$ cat src/rtl/spi_pkg.sv
// Shared SPI definitions for the master and slave endpoints.
// State encoding, mode encodings and counter sizing.
package spi_pkg;

  typedef enum logic {
    ST_IDLE   = 1'b0,
    ST_ACTIVE = 1'b1
  } spi_state_e;

  localparam int SPI_DATA_W = 8;

  localparam logic CPOL_LOW   = 1'b0;
  localparam logic CPOL_HIGH  = 1'b1;
  localparam logic CPHA_LEAD  = 1'b0;
  localparam logic CPHA_TRAIL = 1'b1;

  function automatic int bit_cnt_w(input int w);
    return (w > 1) ? $clog2(w) : 1;
  endfunction

endpackage

$ cat src/rtl/spi_sync_edge.sv
// Multi-flop synchronizer with rise/fall pulses on the
// synchronized level, for asynchronous SPI pins.
module spi_sync_edge #(
  parameter int STAGES = 2
) (
  input  logic i_clk,
  input  logic i_rst_n,
  input  logic i_d,
  output logic o_q,
  output logic o_rise,
  output logic o_fall
);

  logic [STAGES-1:0] r_sync;
  logic              r_prev;

  always_ff @(posedge i_clk or negedge i_rst_n) begin
    if (!i_rst_n) begin
      r_sync <= '0;
      r_prev <= 1'b0;
    end else begin
      r_sync <= {r_sync[STAGES-2:0], i_d};
      r_prev <= r_sync[STAGES-1];
    end
  end

  assign o_q    = r_sync[STAGES-1];
  assign o_rise = o_q & ~r_prev;
  assign o_fall = ~o_q & r_prev;

endmodule

$ cat src/rtl/spi_slave_core.sv
// SPI slave endpoint: oversampled sclk/ss/mosi, byte-wide
// valid/ready rx and single-entry tx buffer.
module spi_slave_core
  import spi_pkg::*;
#(
  parameter int                DATA_W      = SPI_DATA_W,
  parameter int                SYNC_STAGES = 2,
  parameter logic [DATA_W-1:0] IDLE_TX     = 8'hFF
) (
  input  logic              PCLK,
  input  logic              PRESETn,
  input  logic              cpol,
  input  logic              cpha,
  input  logic              lsbfe,
  input  logic              sclk,
  input  logic              ss,
  input  logic              mosi,
  output logic              miso,
  output logic              miso_oe,
  input  logic [DATA_W-1:0] tx_data,
  input  logic              tx_valid,
  output logic              tx_ready,
  output logic [DATA_W-1:0] rx_data,
  output logic              rx_valid,
  input  logic              rx_ready,
  output logic              rx_overrun,
  output logic              tx_underrun,
  output logic              busy
);

  localparam int CW = bit_cnt_w(DATA_W);
  localparam logic [CW-1:0] LAST = CW'(DATA_W - 1);

  function automatic logic head(
    input logic [DATA_W-1:0] b,
    input logic              lsb
  );
    return lsb ? b[0] : b[DATA_W-1];
  endfunction

  logic w_sclk_q, w_sclk_rise, w_sclk_fall;
  logic w_ss_q, w_ss_rise, w_ss_fall;

  spi_sync_edge #(.STAGES(SYNC_STAGES)) u_sclk_sync (
    .i_clk   (PCLK),
    .i_rst_n (PRESETn),
    .i_d     (sclk),
    .o_q     (w_sclk_q),
    .o_rise  (w_sclk_rise),
    .o_fall  (w_sclk_fall)
  );

  spi_sync_edge #(.STAGES(SYNC_STAGES)) u_ss_sync (
    .i_clk   (PCLK),
    .i_rst_n (PRESETn),
    .i_d     (ss),
    .o_q     (w_ss_q),
    .o_rise  (w_ss_rise),
    .o_fall  (w_ss_fall)
  );

  logic [SYNC_STAGES-1:0] r_mosi_sync;
  logic                   w_mosi;

  always_ff @(posedge PCLK or negedge PRESETn) begin
    if (!PRESETn) r_mosi_sync <= '0;
    else          r_mosi_sync <= {r_mosi_sync[SYNC_STAGES-2:0], mosi};
  end

  assign w_mosi = r_mosi_sync[SYNC_STAGES-1];

  spi_state_e        r_state;
  logic              r_cpol, r_cpha, r_lsbfe;
  logic              r_pend;
  logic [CW-1:0]     r_cnt;
  logic [DATA_W-1:0] r_tx_sh, r_rx_sh;
  logic [DATA_W-1:0] r_tx_buf, r_rx_data;
  logic              r_tx_full, r_rx_valid;
  logic              r_miso, r_oe, r_busy;
  logic              r_ovr, r_udr;

  logic              w_edge, w_lead, w_trail;
  logic              w_sample, w_shift;
  logic              w_active, w_start, w_load;
  logic              w_tx_wr, w_rx_acc;
  logic [DATA_W-1:0] w_ld_byte, w_tx_adv, w_rx_next;

  // edge class is decided by the level sclk moved to, not its direction
  assign w_edge   = (w_sclk_rise | w_sclk_fall) & ~w_ss_q;
  assign w_lead   = w_edge & (w_sclk_q != r_cpol);
  assign w_trail  = w_edge & (w_sclk_q == r_cpol);
  assign w_sample = r_cpha ? w_trail : w_lead;
  assign w_shift  = r_cpha ? w_lead : w_trail;

  assign w_active = (r_state == ST_ACTIVE);
  assign w_start  = (r_state == ST_IDLE) & w_ss_fall;
  assign w_load   = (w_start & (cpha == CPHA_LEAD))
                  | (w_active & ~w_ss_rise & w_shift & r_pend);

  assign w_tx_wr   = tx_valid & ~r_tx_full;
  assign w_rx_acc  = r_rx_valid & rx_ready;
  assign w_ld_byte = r_tx_full ? r_tx_buf : IDLE_TX;
  assign w_tx_adv  = r_lsbfe ? (r_tx_sh >> 1) : (r_tx_sh << 1);
  assign w_rx_next = r_lsbfe ? {w_mosi, r_rx_sh[DATA_W-1:1]}
                             : {r_rx_sh[DATA_W-2:0], w_mosi};

  // a load in the same cycle as a write takes the old contents
  always_ff @(posedge PCLK or negedge PRESETn) begin
    if (!PRESETn) begin
      r_tx_buf  <= '0;
      r_tx_full <= 1'b0;
      r_udr     <= 1'b0;
    end else begin
      r_udr     <= w_load & ~r_tx_full;
      r_tx_full <= w_tx_wr | (r_tx_full & ~w_load);
      if (w_tx_wr) r_tx_buf <= tx_data;
    end
  end

  always_ff @(posedge PCLK or negedge PRESETn) begin
    if (!PRESETn) begin
      r_state    <= ST_IDLE;
      r_cpol     <= CPOL_LOW;
      r_cpha     <= CPHA_LEAD;
      r_lsbfe    <= 1'b0;
      r_pend     <= 1'b0;
      r_cnt      <= '0;
      r_tx_sh    <= '0;
      r_rx_sh    <= '0;
      r_rx_data  <= '0;
      r_rx_valid <= 1'b0;
      r_miso     <= 1'b0;
      r_oe       <= 1'b0;
      r_busy     <= 1'b0;
      r_ovr      <= 1'b0;
    end else begin
      r_ovr <= 1'b0;
      if (w_rx_acc) r_rx_valid <= 1'b0;
      unique case (r_state)
        ST_IDLE: begin
          if (w_ss_fall) begin
            r_state <= ST_ACTIVE;
            r_oe    <= 1'b1;
            r_busy  <= 1'b1;
            r_cnt   <= '0;
            r_cpol  <= cpol;
            r_cpha  <= cpha;
            r_lsbfe <= lsbfe;
            r_pend  <= cpha;
            if (cpha == CPHA_LEAD) begin
              r_tx_sh <= w_ld_byte;
              r_miso  <= head(w_ld_byte, lsbfe);
            end
          end
        end
        ST_ACTIVE: begin
          if (w_ss_rise) begin
            r_state <= ST_IDLE;
            r_oe    <= 1'b0;
            r_busy  <= 1'b0;
            r_cnt   <= '0;
            r_pend  <= 1'b0;
          end else begin
            if (w_shift) begin
              if (r_pend) begin
                r_tx_sh <= w_ld_byte;
                r_miso  <= head(w_ld_byte, r_lsbfe);
                r_pend  <= 1'b0;
              end else begin
                r_tx_sh <= w_tx_adv;
                r_miso  <= head(w_tx_adv, r_lsbfe);
              end
            end
            if (w_sample) begin
              r_rx_sh <= w_rx_next;
              if (r_cnt == LAST) begin
                r_cnt      <= '0;
                r_rx_data  <= w_rx_next;
                r_rx_valid <= 1'b1;
                r_ovr      <= r_rx_valid & ~rx_ready;
                r_pend     <= 1'b1;
              end else begin
                r_cnt <= r_cnt + CW'(1);
              end
            end
          end
        end
      endcase
    end
  end

  assign miso        = r_miso;
  assign miso_oe     = r_oe;
  assign busy        = r_busy;
  assign tx_ready    = ~r_tx_full;
  assign tx_underrun = r_udr;
  assign rx_data     = r_rx_data;
  assign rx_valid    = r_rx_valid;
  assign rx_overrun  = r_ovr;

endmodule

$ cat config.mk
export PLATFORM = sky130hd
export DESIGN_NAME = spi_slave_core
export DESIGN_NICKNAME = d
export VERILOG_FILES = /design/src/rtl/spi_pkg.sv /design/src/rtl/spi_sync_edge.sv /design/src/rtl/spi_slave_core.sv
export SDC_FILE = /design/constraint.sdc
export NUM_CORES = 1
export LEC_CHECK = 0
export ABC_AREA = 0
export ABC_CLOCK_PERIOD_IN_PS = 2100
export CAP_MARGIN = 20
export CORE_UTILIZATION = 54
export DETAILED_ROUTE_END_ITERATION = 8
export GPL_TIMING_DRIVEN = 1
export PLACE_DENSITY = 0.89
export SLEW_MARGIN = 40
export SYNTH_ARGS = -nofsm -noshare
export SYNTH_HDL_FRONTEND = slang
export SYNTH_SLANG_ARGS = --single-unit
$ cat constraint.sdc
create_clock -name PCLK -period 2.1 [get_ports PCLK]
set_input_delay 0.315 -clock PCLK [delete_from_list [all_inputs] [get_ports PCLK]]
set_output_delay 0.315 -clock PCLK [all_outputs]
set_load 0.05 [all_outputs]
== Yosys cells after proc, flatten, opt, wreduce, memory -nomap -nowiden ==
Index checks and enable logic that the tools add are counted.
Storage, ports and cells
  bits of input ports: 18
  word-level logic and storage cells: 113
  output and inout port bits: 15
  register bits after elaboration: 54
Operators by class
  multiplexer cells: 46
  $add $sub $neg: 1
  reductions and logical operators: 6
  equal/unequal tests: 9
  bitwise operators: 30
Operator list (number)
  8-bit 2-to-1 mux: 8
  1-bit 2-to-1 mux: 28
  1-bit bitwise AND: 17
  8-bit case mux with 2 select lines: 1
  3-bit 2-to-1 mux: 4
  1-bit inverter: 10
  2-bit inequality test, second input constant: 4
  1-bit case mux with 2 select lines: 4
  4-bit AND reduction: 2
  3-bit case mux with 2 select lines: 1
  2-bit AND reduction: 3
  3-bit by 1-bit adder with 3-bit output, second input constant: 1
  3-bit equality test, second input constant: 1
  3-bit by 2-bit inequality test with 1-bit output, second input constant: 1
  1-bit OR: 3
  3-bit AND reduction: 1
  2-bit by 1-bit inequality test with 1-bit output, second input constant: 1
  1-bit equality test: 1
  1-bit inequality test: 1

== Depth between registers and ports, before layout ==
Gate-level depths: netlist of run 1.
  depth in word-level cells: 12
  depth in mapped cells: 7
  mapped depth without buffers: 5

== Hierarchy ==
From an unflattened synthesis of run 1, not the netlist that was laid out.
Second synthesis, totals
  cells, all modules: 213
  area, all modules: 2373.5 um^2
Modules (own cells, without submodules)
  spi_slave_core: times used 1, cells each 203, area each 2193.4 um^2, sequential area each 1201.2 um^2
  spi_sync_edge: times used 2, cells each 5, area each 90.1 um^2, sequential area each 75.1 um^2

== Worst setup path after synthesis of run 1 ==
Ideal clock, no wire load.
  path kind: register to register
  start: register r_state
  end: register r_miso (netlist: miso)
  setup slack: 424 ps
  arrival time: 1551 ps
  setup time: 125 ps
  cell stages (with the launch flop): 6
  cell sequence: dfrtp_1 > buf_6 > nor3b_2 > or2b_1 > o21ai_4 > mux2_2
Between the ends
  word-level cells in the longest chain between the ends: 3
RTL lines
  start, declared: line spi_slave_core.sv:72  | spi_state_e r_state;
  start signal, assigned: line spi_slave_core.sv:122  | r_state <= ST_IDLE;
  start signal, assigned: line spi_slave_core.sv:142  | r_state <= ST_ACTIVE;
  start signal, assigned: line spi_slave_core.sv:158  | r_state <= ST_IDLE;
  1-bit inverter (no line)
  2-bit inequality test (no line)
  4-bit AND reduction (no line)
  end signal, assigned: line spi_slave_core.sv:152  | r_miso <= head(w_ld_byte, lsbfe);
  end signal, assigned: line spi_slave_core.sv:167  | r_miso <= head(w_ld_byte, r_lsbfe);
  end signal, assigned: line spi_slave_core.sv:171  | r_miso <= head(w_tx_adv, r_lsbfe);
  end, declared: line spi_slave_core.sv:79  | logic r_miso, r_oe, r_busy;
Several ways; a longest one is shown, not always the timed one.
A chain may end at the register's enable or synchronous reset.

== Final worst setup path of run 1 ==
  start: register r_tx_full
  end: output tx_ready
Between the ends
  word-level cells in the longest chain between the ends: 1
RTL lines
  start, declared: line spi_slave_core.sv:78  | logic r_tx_full, r_rx_valid;
  start signal, assigned: line spi_slave_core.sv:115  | r_tx_full <= w_tx_wr | (r_tx_full & ~w_load);
  1-bit inverter: line spi_slave_core.sv:195  | assign tx_ready = ~r_tx_full;
  end, declared: line spi_slave_core.sv:22  | output logic tx_ready,
No other way between the ends.

==> results of run 1 <==
power groups by stage:
stage | clock [mW] | sequential, mW | combinational (mW)
3_3_place_gp | 0 | 1.52 | 0.977
4_1_cts | 0.554 | 1.51 | 1.02
5_1_grt | 0.586 | 1.55 | 1.12
2_1_floorplan | 0 | 1.52 | 0.720
3_5_place_dp | 0 | 1.53 | 1.01
6_report | 0.540 | 1.51 | 1.01
cell families after synthesis:
group                    count (synthesis)
AO/OA/AOI/OAI                           62
flip-flops                              54
AND/OR/NAND/NOR                         49
multiplexers                            28
buffers and inverters                   24
adder cells (fa/ha/maj)                  2
XOR/XNOR                                 1
worst max-delay path: cells and delay by family, from the launching register on:
kind / cells / cell delay [ns]
DFF: 1 / 0.39
buffers and inverters: 2 / 0.86
metal layers:
layer  GRT usage (%)  vias to the layer above  share of wire (%)
met1            27.1                      836                 45
met4            6.12                        0                1.0
met5               0                        -                  0
li1                -                      828                  -
met2            36.8                       29                 50
met3            3.95                        6                3.3
registers in the layout (all words and copies together) (netlist names), 2 cells and up:
| register | cells |
|---|---|
| r_mosi_sync | 2 |
| rx_data | 8 |
| r_rx_sh | 8 |
| r_cnt | 3 |
| u_ss_sync.r_sync | 2 |
| r_tx_buf | 8 |
| u_sclk_sync.r_sync | 2 |
| r_tx_sh | 8 |
layout by cell type, fill, tap and decap left out, drive strengths merged:
cell and n:
nand2 24, a31oi 8, and2 3, or2 1
a211oi 6, buf 7, xor2 1, dfrtp 54
nor3b 1, ha 2, nor2 4, clkbuf 5
o2111ai 1, a21o 2, o211ai 1, inv 12
o22ai 1, or2b 1, o31a 1, o21ai 38
nand2b 5, a21oi 4, clkdlybuf4s50 31, mux2i 15
mux2 13, nor4bb 2, clkinv 2, nand3 1
nor2b 7
worst paths after layout:
kind / startpoint / to / depth (start not counted) / slack (ns)
worst max register to register: r_state / r_tx_sh[1] / 4 / 0.34
min in group PCLK: u_sclk_sync.r_sync[0] / u_sclk_sync.r_sync[1] / 0 / 0.34
worst min register to register: u_sclk_sync.r_sync[0] / u_sclk_sync.r_sync[1] / 0 / 0.34
worst min-delay path: PRESETn / r_tx_full / 1 / 0.02
worst max-delay path: r_tx_full / tx_ready / 2 / 0.23
max in group asynchronous: PRESETn / r_rx_sh[0] / 2 / 1.53
through the flow:
stage / std cells / cell area, um2 / total power, mW
detailed placement: 296 / 2780 / 2.54
finish: 303 / 2860 / 3.06
floorplan: 220 / 2410 / 2.24
CTS: 303 / 2860 / 3.08
global placement: 296 / 2780 / 2.50
global route: 303 / 2860 / 3.26
cell type report:
| class | instances | area, um2 |
|---|---|---|
| fill | 314 | 1280 |
| timing repair buffer | 38 | 373 |
| sequential | 54 | 1350 |
| clock inverter | 2 | 10.0 |
| clock buffer | 5 | 68.8 |
| tap | 50 | 62.6 |
| multi-input combinational | 142 | 951 |
| inverter | 12 | 45.0 |
==> results.cfg, run 1 <==
[status]
outcome = completed

[clocking]
clkLatencyLatePin_ns = 0.31
post-cts-setup-buffers = 0
path_clk_slew_ns = 0.08
cts_max_level = 2
ctsLongestPathBuffers = 2
numCtsBuffers = 5
ctsHoldBuffers = 0
cts_root_buf = clkbuf_8
clock_sinks = 54
cts_tree = done
cts.repair.resized = 0

[routing]
wl_per_cell_um = 14.6
drc = 0
viasPerCell = 5.61
antenna_left = 0
wl_um = 4420
dr.first_iter.drc_count = 76
dr_total_vias = 1699
drtPass1Iterations = 4

[floorplan]
ioPinCount = 33
core_um2 = 4140
rows = 23
dieArea_um2 = 4730
initial_core_util_pct = 58.1
die_x_um = 68.8
die_h_um = 68.8

[pwr]
intPower_mw = 2.00
powerDensity_nw_per_um2 = 1070
ir_drop_uv = 680
power_frac_seq_pct = 49.4
pwr-share-clk_pct = 17.6
p_sw_mw = 1.06
comb_power_share_pct = 32.9
p_leak_nw = 1.25
switching_share_pct = 34.7

[placed_design]
dpl.hpwl_um = 3200
port_buffers = 32
routabilityCongestion = 0.811
pre_cts_ws_ns = 0.354

[yosys]
synth_compound_area_share_pct = 15.1
synthTopCellsByArea = dfrtp_1 56%, mux2i_1 6.2%, o21ai_0 6.2%
synth-edff-count = 0
yosys.area.top_type = dfrtp_1
muxShareOfSynthArea_pct = 12.3
synth_xor_area_share_pct = 0.676
netlist_instances = 220
netlist_top_cells_count = 54 x dfrtp_1, 30 x o21ai_0, 24 x nand2_1
synth_top_area_share_pct = 56.2
synthAdderAreaFrac_pct = 1.04
synthDistinctLibCells = 31
yosys_warnings = 0
postSynthAreaPerCell_um2 = 10.9
synth_nets = 240
ys_ff_latch = 54
synth_seq_area_share_pct = 56.2
syn-cell-area_um2 = 2410
synthFlopType = dfrtp_1
async_reset_ff_share_pct = 100
synth.most_common_cell = dfrtp_1
synth-simple-area-share_pct = 10.4
synth_top_family_by_area = compound AO/OA/AOI/OAI gates

[timing]
setup_viol = 0
drv_slew = 0
fmax_mhz = 536
tightest_slew_ns = 0.611
rsz0062_at_grt = false
setup_tns_ns = 0
setup_ws_ns = 0.235
min_period_over_period_pct = 88.8
maxSlewHeadroom_pct = 59.2
clock_skew_ns = 0.0155
hold_viol_final = 0
min_period_ns = 1.87
hold_ws_ns = 0.0196

[worst_setup_path]
crit_chain = inv_1, clkdlybuf4s50_1
start_kind = flip-flop
crit_path_top_delay_cell = clkdlybuf4s50_1
end_kind = primary output
critPathMaxFanout = 2
path_class = reg2out
max_stage_delay_ns = 0.81
critPathRequiredTime_ns = 1.78
crit_arrival_ns = 1.55

[grt]
grt_overflow = 0
grt.total_usage_pct = 21.2
grt_pass1_wl_um = 7250
grt_pass1_vias = 1630
antenna_found_initial = 0
grt_max_degree = 29

[cells_and_area]
syn2layout_area_growth_pct = 18.9
nNetsFinal = 273
utilization_pct = 69.1
layout-drive-gt1-share_pct = 11.9
diodes = 0

[job]
drv_cap = 0

[hold_path]
hp-class = in2async
Note: power is estimated with default switching activity, not from simulation.
==> run 2, diff against run 1 <==
--- a/config.mk
+++ b/config.mk
@@ -8,10 +8,11 @@
 export ABC_AREA = 0
 export ABC_CLOCK_PERIOD_IN_PS = 2100
 export CAP_MARGIN = 20
-export CORE_UTILIZATION = 54
+export CORE_UTILIZATION = 56
+export CTS_BUF_LIST = sky130_fd_sc_hd__clkbuf_4 sky130_fd_sc_hd__clkbuf_8
 export DETAILED_ROUTE_END_ITERATION = 8
 export GPL_TIMING_DRIVEN = 1
-export PLACE_DENSITY = 0.89
+export PLACE_DENSITY = 0.91
 export SLEW_MARGIN = 40
 export SYNTH_ARGS = -nofsm -noshare
 export SYNTH_HDL_FRONTEND = slang
==> run 2 against run 1 <==
Effect of this change:
- setup slack improved by 0.010 ns
- combinational power barely moved
- global-route usage rose by 2.6 points
- total power rose by 3.3%
- via count rose by 2.3%
- sequential cell count did not move
- die area fell by 3.5%
- worst hold slack improved by 0.33 ns
- non-clock buffer count rose by 1
- first-iteration DRC count rose by 130%
- sequential power barely moved
==> results.cfg, run 2 (synthesis results as in run 1) <==
[status]
outcome = completed

[clocking]
cts_root_buf = clkbuf_8
clkLatencyLatePin_ns = 0.31
ctsHoldBuffers = 1
cts_tree = done
cts.repair.resized = 0
clock_sinks = 54
ctsLongestPathBuffers = 2
post-cts-setup-buffers = 0
cts_max_level = 2
numCtsBuffers = 5
path_clk_slew_ns = 0.09

[pwr]
intPower_mw = 2.06
ir_drop_uv = 874
pwr-share-clk_pct = 19.2
p_sw_mw = 1.11
powerDensity_nw_per_um2 = 1100
power_frac_seq_pct = 48.4
switching_share_pct = 34.9
p_total_mw = 3.16
p_leak_nw = 1.27
comb_power_share_pct = 32.5

[job]
drv_cap = 0

[routing]
dr_total_vias = 1738
dr.first_iter.drc_count = 174
wl_per_cell_um = 15.7
drtPass1Iterations = 4
antenna_left = 0
wl_um = 4780
drc = 0
viasPerCell = 5.70

[worst_setup_path]
end_kind = flip-flop
max_stage_delay_ns = 0.57
crit_chain = nand2b_1, a211oi_1, a31oi_1, mux2_2
critPathMaxFanout = 16
crit_arrival_ns = 2.06
path_class = reg2reg
r2r_setup_slack_ns = 0.25
start_kind = flip-flop
critPathRequiredTime_ns = 2.31
crit_path_top_delay_cell = dfrtp_1

[timing]
setup_viol = 0
hold_viol_final = 0
hold_ws_ns = 0.350
tightest_slew_ns = 0.586
rsz0062_at_grt = false
min_period_ns = 1.85
setup_ws_ns = 0.245
fmax_mhz = 539
drv_slew = 0
min_period_over_period_pct = 88.3
clock_skew_ns = 0.00802
setup_tns_ns = 0
maxSlewHeadroom_pct = 60.9

[floorplan]
die_x_um = 67.5
initial_core_util_pct = 59.3
core_um2 = 4060
die_h_um = 67.5
ioPinCount = 33
dieArea_um2 = 4560
rows = 23

[cells_and_area]
layout-drive-gt1-share_pct = 12.2
most-common-layout-cells = 54 x dfrtp_1, 31 x clkdlybuf4s50_1, 30 x o21ai_0
utilization_pct = 71.2
nNetsFinal = 274
diodes = 0
syn2layout_area_growth_pct = 20.0
final_common_cell = dfrtp_1

[hold_path]
hp-class = reg2reg

[grt]
grt_max_degree = 55
grt_overflow = 0
antenna_found_initial = 0
grt_pass1_vias = 1709
grt.total_usage_pct = 23.8
grt_pass1_wl_um = 7920

[placed_design]
dpl.hpwl_um = 3280
pre_cts_ws_ns = 0.271
routabilityCongestion = 0.858
port_buffers = 32
-- run 2: worst max-delay path, delay by kind of cell, from the launching register on --
| family | cells | cell delay, ns |
|---|---|---|
| DFF | 1 | 0.57 |
| muxes | 1 | 0.28 |
| AOI/OAI and AO/OA | 2 | 0.49 |
| and+or+nand+nor | 1 | 0.41 |
-- run 2: final cells by class --
class | instances | area (um2)
sequential | 54 | 1350
fill | 285 | 1170
multi-input combinational | 142 | 951
timing repair buffer | 39 | 383
clock buffer | 7 | 90.1
tap | 50 | 62.6
inverter | 12 | 45.0
clock inverter | 1 | 5.00
-- run 2: worst paths after layout --
check,start,to,cells past startpoint
hold reg to reg,u_sclk_sync.r_sync[0],u_sclk_sync.r_sync[1],0
min in group asynchronous,PRESETn,r_tx_buf[3],3
setup / recovery,r_state,r_tx_sh[1],4
hold / removal,u_sclk_sync.r_sync[0],u_sclk_sync.r_sync[1],0
max in group asynchronous,PRESETn,r_rx_sh[3],3
setup reg to reg,r_state,r_tx_sh[1],4
-- run 2: through the flow --
| stage | instance area [um2] | std cells |
|---|---|---|
| after floorplan | 2410 | 220 |
| after global placement | 2780 | 296 |
| after detailed placement | 2780 | 296 |
| after CTS | 2890 | 305 |
| after global routing | 2890 | 305 |
| final | 2890 | 305 |
-- run 2: power by group through the flow --
| stage | combinational [mW] | clock (mW) | sequential (mW) |
|---|---|---|---|
| final | 1.03 | 0.606 | 1.53 |
| after global routing | 1.13 | 0.652 | 1.56 |
| after CTS | 1.03 | 0.614 | 1.53 |
| after detailed placement | 1.01 | 0 | 1.55 |
| after global placement | 0.964 | 0 | 1.52 |
| after floorplan | 0.720 | 0 | 1.52 |
-- run 2: per-layer routing --
metal	vias to the layer above	global-route usage (%)	wire, um	part of all wire (%)
met4	0	14.9	165	3.5
met2	49	35.5	2240	47
li1	826	-	-	-
met3	17	4.39	187	3.9
met1	846	32.0	2190	46
met5	-	0	0	0
